===== config.mk =====
export PLATFORM = sky130hd
export DESIGN_NAME = fill_arbiter
export DESIGN_NICKNAME = d
export VERILOG_FILES = /design/src/rtl/fill_pkg.sv /design/src/rtl/fill_rr_arb.sv /design/src/rtl/fill_arbiter.sv
export SDC_FILE = /design/constraint.sdc
export NUM_CORES = 1
export LEC_CHECK = 0
export ABC_AREA = 1
export BUFFER_PORTS_ARGS = -buffer_cell sky130_fd_sc_hd__buf_4
export CORE_AREA = 3 3 654 656
export DETAILED_ROUTE_END_ITERATION = 10
export DIE_AREA = 0 0 657 659
export PLACE_DENSITY = 0.31
export SLEW_MARGIN = 0
export SYNTH_ARGS = -nofsm -noshare
export SYNTH_HDL_FRONTEND = slang
export SYNTH_SLANG_ARGS = --single-unit

===== constraint.sdc =====
create_clock -name clk -period 1.8 [get_ports clk]
set_input_delay 0.09 -clock clk [delete_from_list [all_inputs] [get_ports clk]]
set_output_delay 0.09 -clock clk [all_outputs]
set_load 0.02 [all_outputs]

===== src/rtl/fill_pkg.sv =====
// Shared types and metadata layout helpers for the fill arbiter.
package fill_pkg;

  typedef enum logic {
    S_IDLE  = 1'b0,
    S_ISSUE = 1'b1
  } fill_state_e;

  // Metadata is {VALID, DIRTY, TAG, BLANK}, MSB first.
  function automatic int meta_valid_bit(int tag_size);
    return tag_size - 1;
  endfunction

  function automatic int meta_dirty_bit(int tag_size);
    return tag_size - 2;
  endfunction

  function automatic int blank_width(int tag_size, int tag_width);
    return tag_size - 2 - tag_width;
  endfunction

  function automatic int meta_tag_lsb(int tag_size, int tag_width);
    return blank_width(tag_size, tag_width);
  endfunction

endpackage


===== src/rtl/fill_rr_arb.sv =====
// Two-way round-robin grant; the pointer moves past the port just accepted.
module fill_rr_arb (
  input  logic       clk,
  input  logic       rst,
  input  logic [1:0] req_i,
  input  logic       accept_i,
  output logic [1:0] gnt_o
);

  logic ptr_q, ptr_d;

  always_comb begin
    gnt_o = 2'b01;
    if (req_i == 2'b10) begin
      gnt_o = 2'b10;
    end else if (req_i == 2'b01) begin
      gnt_o = 2'b01;
    end else if (ptr_q) begin
      gnt_o = 2'b10;
    end
  end

  always_comb begin
    ptr_d = ptr_q;
    if (accept_i) ptr_d = gnt_o[0];
  end

  always_ff @(posedge clk) begin
    if (rst) ptr_q <= 1'b0;
    else     ptr_q <= ptr_d;
  end

endmodule


===== src/rtl/fill_arbiter.sv =====
// Shares the AXI write port between fill and refill requesters.
// Define FILL_ARB_STAT_EN to add accept and stall counters.
module fill_arbiter
  import fill_pkg::*;
#(
  parameter int ADDR_WIDTH      = 32,
  parameter int DATA_WIDTH      = 512,
  parameter int ID_WIDTH        = 4,
  parameter int TAG_SIZE        = 32,
  parameter int TAG_WIDTH       = 17,
  parameter int INDEX_WIDTH     = 9,
  parameter int OFFSET_WIDTH    = 6,
  parameter int MAX_OUTSTANDING = 8
) (
  input  logic                           clk,
  input  logic                           rst,
  input  logic                           fill_valid_i,
  output logic                           fill_ready_o,
  input  logic [ADDR_WIDTH+DATA_WIDTH-1:0] fill_data_i,
  input  logic                           refill_valid_i,
  output logic                           refill_ready_o,
  input  logic [ADDR_WIDTH+DATA_WIDTH-1:0] refill_data_i,
  output logic [ID_WIDTH-1:0]            awid_o,
  output logic [ADDR_WIDTH-1:0]          awaddr_o,
  output logic                           awvalid_o,
  input  logic                           awready_i,
  output logic [TAG_SIZE+DATA_WIDTH-1:0] wdata_o,
  output logic                           wvalid_o,
  output logic                           wlast_o,
  input  logic                           wready_i,
  input  logic [ID_WIDTH-1:0]            bid_i,
  input  logic [1:0]                     bresp_i,
  input  logic                           bvalid_i,
  output logic                           bready_o,
  output logic                           err_o
`ifdef FILL_ARB_STAT_EN
  ,
  output logic [31:0]                    fill_cnt_o,
  output logic [31:0]                    refill_cnt_o,
  output logic [31:0]                    stall_cnt_o
`endif
);

  localparam int LINE_W    = ADDR_WIDTH + DATA_WIDTH;
  localparam int CNT_W     = $clog2(MAX_OUTSTANDING + 1);
  localparam int VALID_BIT = meta_valid_bit(TAG_SIZE);
  localparam int DIRTY_BIT = meta_dirty_bit(TAG_SIZE);
  localparam int TAG_LSB   = meta_tag_lsb(TAG_SIZE, TAG_WIDTH);

  fill_state_e state_q, state_d;
  logic [CNT_W-1:0] cnt_q, cnt_d;
  logic awvalid_q, awvalid_d;
  logic wvalid_q, wvalid_d;
  logic err_q, err_d;
  logic [ID_WIDTH-1:0] awid_q, awid_d;
  logic [ADDR_WIDTH-1:0] awaddr_q, awaddr_d;
  logic [TAG_SIZE+DATA_WIDTH-1:0] wdata_q, wdata_d;

  logic [1:0] gnt;
  logic room, idle, accept;
  logic aw_hs, aw_done, w_done;
  logic [LINE_W-1:0] sel_line;
  logic [ADDR_WIDTH-1:0] sel_addr;
  logic [TAG_SIZE-1:0] meta;
  logic unused_bid;

  assign unused_bid = ^bid_i;

  fill_rr_arb u_arb (
    .clk      (clk),
    .rst      (rst),
    .req_i    ({refill_valid_i, fill_valid_i}),
    .accept_i (accept),
    .gnt_o    (gnt)
  );

  assign room           = cnt_q < CNT_W'(MAX_OUTSTANDING);
  assign idle           = state_q == S_IDLE;
  assign fill_ready_o   = idle & gnt[0] & room;
  assign refill_ready_o = idle & gnt[1] & room;
  assign accept = (fill_valid_i & fill_ready_o)
                | (refill_valid_i & refill_ready_o);

  assign aw_hs   = awvalid_q & awready_i;
  assign aw_done = ~awvalid_q | awready_i;
  assign w_done  = ~wvalid_q | wready_i;

  assign sel_line = gnt[1] ? refill_data_i : fill_data_i;
  assign sel_addr = sel_line[LINE_W-1 -: ADDR_WIDTH];

  always_ff @(posedge clk) begin
    if (rst) state_q <= S_IDLE;
    else     state_q <= state_d;
  end

  always_comb begin
    state_d = state_q;
    unique case (state_q)
      S_IDLE:  if (accept) state_d = S_ISSUE;
      S_ISSUE: if (aw_done & w_done) state_d = S_IDLE;
      default: state_d = S_IDLE;
    endcase
  end

  always_comb begin
    meta            = '0;
    meta[VALID_BIT] = 1'b1;
    meta[DIRTY_BIT] = gnt[0];
    meta[TAG_LSB +: TAG_WIDTH] =
      TAG_WIDTH'(sel_addr >> (INDEX_WIDTH + OFFSET_WIDTH));
  end

  // Payload regs only load on accept so they stay stable under valid.
  always_comb begin
    awvalid_d = awvalid_q & ~awready_i;
    wvalid_d  = wvalid_q & ~wready_i;
    awid_d    = awid_q;
    awaddr_d  = awaddr_q;
    wdata_d   = wdata_q;
    if (accept) begin
      awvalid_d = 1'b1;
      wvalid_d  = 1'b1;
      awid_d    = ID_WIDTH'(gnt[1]);
      awaddr_d  = sel_addr;
      awaddr_d[OFFSET_WIDTH-1:0] = '0;
      wdata_d   = {meta, sel_line[DATA_WIDTH-1:0]};
    end
  end

  always_comb begin
    cnt_d = cnt_q;
    case ({aw_hs, bvalid_i})
      2'b10:   cnt_d = cnt_q + CNT_W'(1);
      2'b01:   if (cnt_q != '0) cnt_d = cnt_q - CNT_W'(1);
      default: cnt_d = cnt_q;
    endcase
    err_d = err_q
          | (bvalid_i & ((bresp_i != 2'b00) | (cnt_q == '0)));
  end

  always_ff @(posedge clk) begin
    if (rst) begin
      cnt_q     <= '0;
      awvalid_q <= 1'b0;
      wvalid_q  <= 1'b0;
      err_q     <= 1'b0;
      awid_q    <= '0;
      awaddr_q  <= '0;
      wdata_q   <= '0;
    end else begin
      cnt_q     <= cnt_d;
      awvalid_q <= awvalid_d;
      wvalid_q  <= wvalid_d;
      err_q     <= err_d;
      awid_q    <= awid_d;
      awaddr_q  <= awaddr_d;
      wdata_q   <= wdata_d;
    end
  end

  assign awvalid_o = awvalid_q;
  assign wvalid_o  = wvalid_q;
  assign wlast_o   = wvalid_q;
  assign awid_o    = awid_q;
  assign awaddr_o  = awaddr_q;
  assign wdata_o   = wdata_q;
  assign bready_o  = 1'b1;
  assign err_o     = err_q;

`ifdef FILL_ARB_STAT_EN
  logic [31:0] fill_cnt_q, fill_cnt_d;
  logic [31:0] refill_cnt_q, refill_cnt_d;
  logic [31:0] stall_cnt_q, stall_cnt_d;

  always_comb begin
    fill_cnt_d   = fill_cnt_q;
    refill_cnt_d = refill_cnt_q;
    stall_cnt_d  = stall_cnt_q;
    if (fill_valid_i & fill_ready_o)     fill_cnt_d   = fill_cnt_q + 32'd1;
    if (refill_valid_i & refill_ready_o) refill_cnt_d = refill_cnt_q + 32'd1;
    if ((fill_valid_i | refill_valid_i) & ~room)
      stall_cnt_d = stall_cnt_q + 32'd1;
  end

  always_ff @(posedge clk) begin
    if (rst) begin
      fill_cnt_q   <= '0;
      refill_cnt_q <= '0;
      stall_cnt_q  <= '0;
    end else begin
      fill_cnt_q   <= fill_cnt_d;
      refill_cnt_q <= refill_cnt_d;
      stall_cnt_q  <= stall_cnt_d;
    end
  end

  assign fill_cnt_o   = fill_cnt_q;
  assign refill_cnt_o = refill_cnt_q;
  assign stall_cnt_o  = stall_cnt_q;
`endif

endmodule


==> run_results.csv <==
group,metric,value,unit
routing,length_of_routed_met3_wiring,46.0,mm
timing,clock.fmax,489,MHz
critical_path,capture_point_of_the_worst_reg_to_reg_path,"wdata_o[24]$_SDFFE_PP0P_",
die,die_width,657,um
worst_hold_path,hold_end,"wdata_o[250]$_SDFFE_PP0P_",
routing,avgRoutedWirePerCell,30.5,um
run_status,violated_checks,"negative setup slack",
cells_and_area,area_delta_synth_final,169,%
critical_path,crit_path_end_kind,"flip-flop",
place,detailed_place_hpwl,298,mm
die,floorplan.initialDensity,5.48,%
place,cell_area_placed,43400,um^2
critical_path,worst-endpoint-arrival,2.75,ns
run_status,outcome,"complete, but fails checks",
worst_hold_path,min_delay_path_depth,4,
die,row_count,239,
synth,yosysUniqueCellTypes,23,
worst_hold_path,hold_path.class,"in2reg",
global_route,grt_remaining_overflow,0,
critical_path,cp_common_cell,"buf_12",
place,placement.io_buffers,1648,
cells_and_area,final_core_util,14.7,%
timing,finalWorstSetupSlack,-0.244,ns
global_route,first_global_vias,39200,
global_route,grt_start_max_net_pins,99,
routing,drc_violations_left,0,
timing,whs,0.126,ns
cells_and_area,final_layout_size_suffix_gt1_share,39.6,%
cts,cts_tree,"done",
die,num_io_pins,1688,
power_and_ir_drop,total_power,0.0615,W
cts,tritoncts.num_buffers,79,
critical_path,worst_path_largest_cell_delay,0.33,ns
place,detailedPlace.worstSlack,-0.466,ns
job,cap_viol_max_count,0,
global_route,groute.usage.overall,15.7,%
critical_path,crit_path_top_delay_cell,"dfxtp_2",
cells_and_area,layout.nets,7097,
synth,yosys_warnings,0,
die,die_height,659,um
timing,rsz_0062_raised_after_global_routing,"true",
cts,clk_pin_slew,0.06,ns
power_and_ir_drop,irDropWorstVdd,633,uV
timing,timing.final.crit_share,114,%
routing,top_layer_used,"met5",
critical_path,timing.critical_path.required,2.51,ns
critical_path,timing.reg2reg.worst_path_depth,13,
synth,postSynthCellCount,3123,
synth,synth_seq_cells,549,
routing,m1WireLength,120,mm
cts,clock_path_buffers,4,
cts,ctsRootBufferMaster,"clkbuf_16",
global_route,antenna_found_initial,79,
global_route,grt_first_pass_wirelength,441,mm
routing,route.final.wire_length,358,mm
place,routability_cong,0.914,
cts,ctsHtreeMaxLevel,3,
timing,final_hold_viol_count,0,
timing,finalClockSkew,0.0300,ns
worst_hold_path,hold_path_startpoint,"fill_data_i[250]",
cells_and_area,final_cell_area,62300,um^2
synth,synth-seq-area-share,47.4,%
critical_path,rrSetupSlack,-0.24,ns
power_and_ir_drop,power_density,987,nW/um^2
routing,viasPerCell,3.15,
critical_path,timing_worst_setup_path_type,"reg2reg",
critical_path,worstPathCellList,"buf_6, o21ai_4, inv_2, nor2_4, buf_12, buf_4, buf_16, buf_12, buf_12, buf_8, nand3_1, buf_4, a31oi_1",
routing,dr.pass1.iters,5,
power_and_ir_drop,total_leakage_power,24.0,nW
critical_path,worst-path-max-fanout,6,
routing,drtIter0Drc,2177,
critical_path,worstReg2RegStart,"wdata_o[542]$_SDFFE_PP0P_",
timing,min_period,2.04,ns
routing,num_vias,37000,
die,fp.coreArea,423000,um^2
routing,antenna_left,0,
routing,met2_routed_wirelength,176,mm
synth,synthesis.area_per_instance,7.42,um^2
timing,slew_headroom,52.0,%
synth,synthesis.area,23200,um^2
timing,finalSetupViolCount,459,
cts,cts.sink_count,549,
timing,timing.final.max_slew_violations,0,
cts,worst_skew_pair.late_latency,0.80,ns
critical_path,critPathLaunchType,"flip-flop",
die,dieArea,433000,um^2
timing,worst-slew-pin-transition,0.721,ns
-- worst max-delay path: cells and delay by family, from the launching register on --
family          cells  cell delay (ns)
compound gates      2             0.30
buf+inv             9             1.15
simple gates        2             0.18
flops               1             0.33
-- how the worst max path moves through the flow --
stage	startpoint	endpoint	slack, ns
after floorplan	cnt_q[3]$_SDFFE_PP0P_	wdata_o[340]$_SDFFE_PP0P_	0.17
after global placement	wdata_o[542]$_SDFFE_PP0P_	wdata_o[33]$_SDFFE_PP0P_	-0.52
after detailed placement	wdata_o[542]$_SDFFE_PP0P_	wdata_o[33]$_SDFFE_PP0P_	-0.47
after CTS	wdata_o[542]$_SDFFE_PP0P_	fill_ready_o	-0.34
after global routing	wdata_o[542]$_SDFFE_PP0P_	awaddr_o[7]$_SDFFE_PP0P_	-0.37
final	wdata_o[542]$_SDFFE_PP0P_	wdata_o[24]$_SDFFE_PP0P_	-0.24
-- area by class of cell --
class,instances,area [um^2]
fillers,48300,361000
repair buffers,3115,29100
multi-input cells,2230,12500
flip-flops and latches,549,11000
well taps,5663,7090
clock buffers,112,2240
clock inverters,19,216
diodes,37,92.6
inverters,20,91.3
-- cell usage in the layout (no fill, tap or decap), types with 2 or more instances in the layout --
| cell type | count |
|---|---|
| a31oi_4 | 21 |
| nor2_1 | 5 |
| a21oi_1 | 9 |
| nand3_2 | 136 |
| clkbuf_1 | 19 |
| buf_16 | 47 |
| o21ai_4 | 2 |
| nand3_1 | 314 |
| clkbuf_8 | 14 |
| buf_4 | 1775 |
| buf_12 | 99 |
| o21ai_0 | 7 |
| clkbuf_16 | 101 |
| inv_1 | 17 |
| dfxtp_1 | 548 |
| bufinv_16 | 4 |
| nand4_1 | 38 |
| a31oi_1 | 510 |
| inv_2 | 2 |
| bufbuf_16 | 3 |
| buf_6 | 36 |
| dlygate4sd3_1 | 1107 |
| xor2_1 | 2 |
| buf_8 | 26 |
| clkinv_2 | 9 |
| nand2_2 | 21 |
| inv_6 | 4 |
| conb_1 | 23 |
| nor2_4 | 2 |
| a31oi_2 | 7 |
| nand3_4 | 56 |
| diode_2 | 37 |
| nand2_4 | 21 |
| nand2_1 | 1052 |
-- cells in the mapped netlist --
master | number | area, um^2
a21oi_1 | 10 | 50.1
xor2_1 | 2 | 17.5
o21ai_0 | 7 | 35.0
nor2_2 | 1 | 6.26
conb_1 | 2 | 7.51
inv_1 | 17 | 63.8
nand2_1 | 1094 | 4110
o21ai_2 | 2 | 17.5
a31oi_1 | 538 | 3370
ha_1 | 1 | 12.5
clkinv_2 | 1 | 5.00
buf_6 | 2 | 22.5
dfxtp_1 | 549 | 11000
nor2_4 | 1 | 11.3
nor2_1 | 6 | 22.5
clkbuf_1 | 163 | 612
buf_4 | 68 | 510
buf_2 | 88 | 440
inv_2 | 2 | 7.51
o21ai_1 | 1 | 5.00
nand4_1 | 38 | 238
nand3_1 | 506 | 2530
buf_1 | 24 | 90.1
-- power by group --
part / leakage, nW / internal [W] / switching [W] / total (W)
combinational: 18.2 / 0.0126 / 0.0176 / 0.0302
sequential: 4.49 / 0.0138 / 0.00153 / 0.0154
clock: 1.21 / 0.00918 / 0.00673 / 0.0159
total: 24.0 / 0.0357 / 0.0259 / 0.0615
-- sequential cells by signal, summed over array words and instances, names as in the netlist --
signal	count
awvalid_o	1
err_o	1
cnt_q	4
state_q	1
awaddr_o	9
awid_o	1
wlast_o	1
wdata_o	531
-- per-stage QoR --
stage / setup TNS, ns / instances
floorplan: 0 / 3144
global placement: -110.80 / 10300
detailed placement: -85.19 / 10300
CTS: -86.61 / 11700
global route: -97.12 / 11700
finish: -47.68 / 11700
-- timing repair --
action                                   CTS  global route
cloned                                    48            24
buffers inserted                          74            38
hold endpoints to repair                 548             0
resized for setup                        209           375
hold buffers                            1107             0
pin swaps                                157           250
endpoints found under the setup margin   545           529
-- layer usage --
| layer | vias up | GRT usage, % |
|---|---|---|
| li1 | 16600 | - |
| met1 | 18400 | 15.3 |
| met2 | 1607 | 27.6 |
| met3 | 357 | 8.85 |
| met4 | 26 | 5.68 |
| met5 | - | 0 |
-- cells by family (layout without fill, tap and decap cells) --
kind of cell | Yosys count | in the layout | synth area share (%)
fa+ha+maj | 1 | 1 | 0.0540
buf+inv | 365 | 3266 | 7.56
compound gates | 558 | 558 | 15.0
flops | 549 | 549 | 47.4
xor+xnor | 2 | 2 | 0.0756
other cells | 2 | 60 | 0.0324
simple gates | 1646 | 1646 | 29.9
No activity file was read; power rests on OpenSTA's default activity.
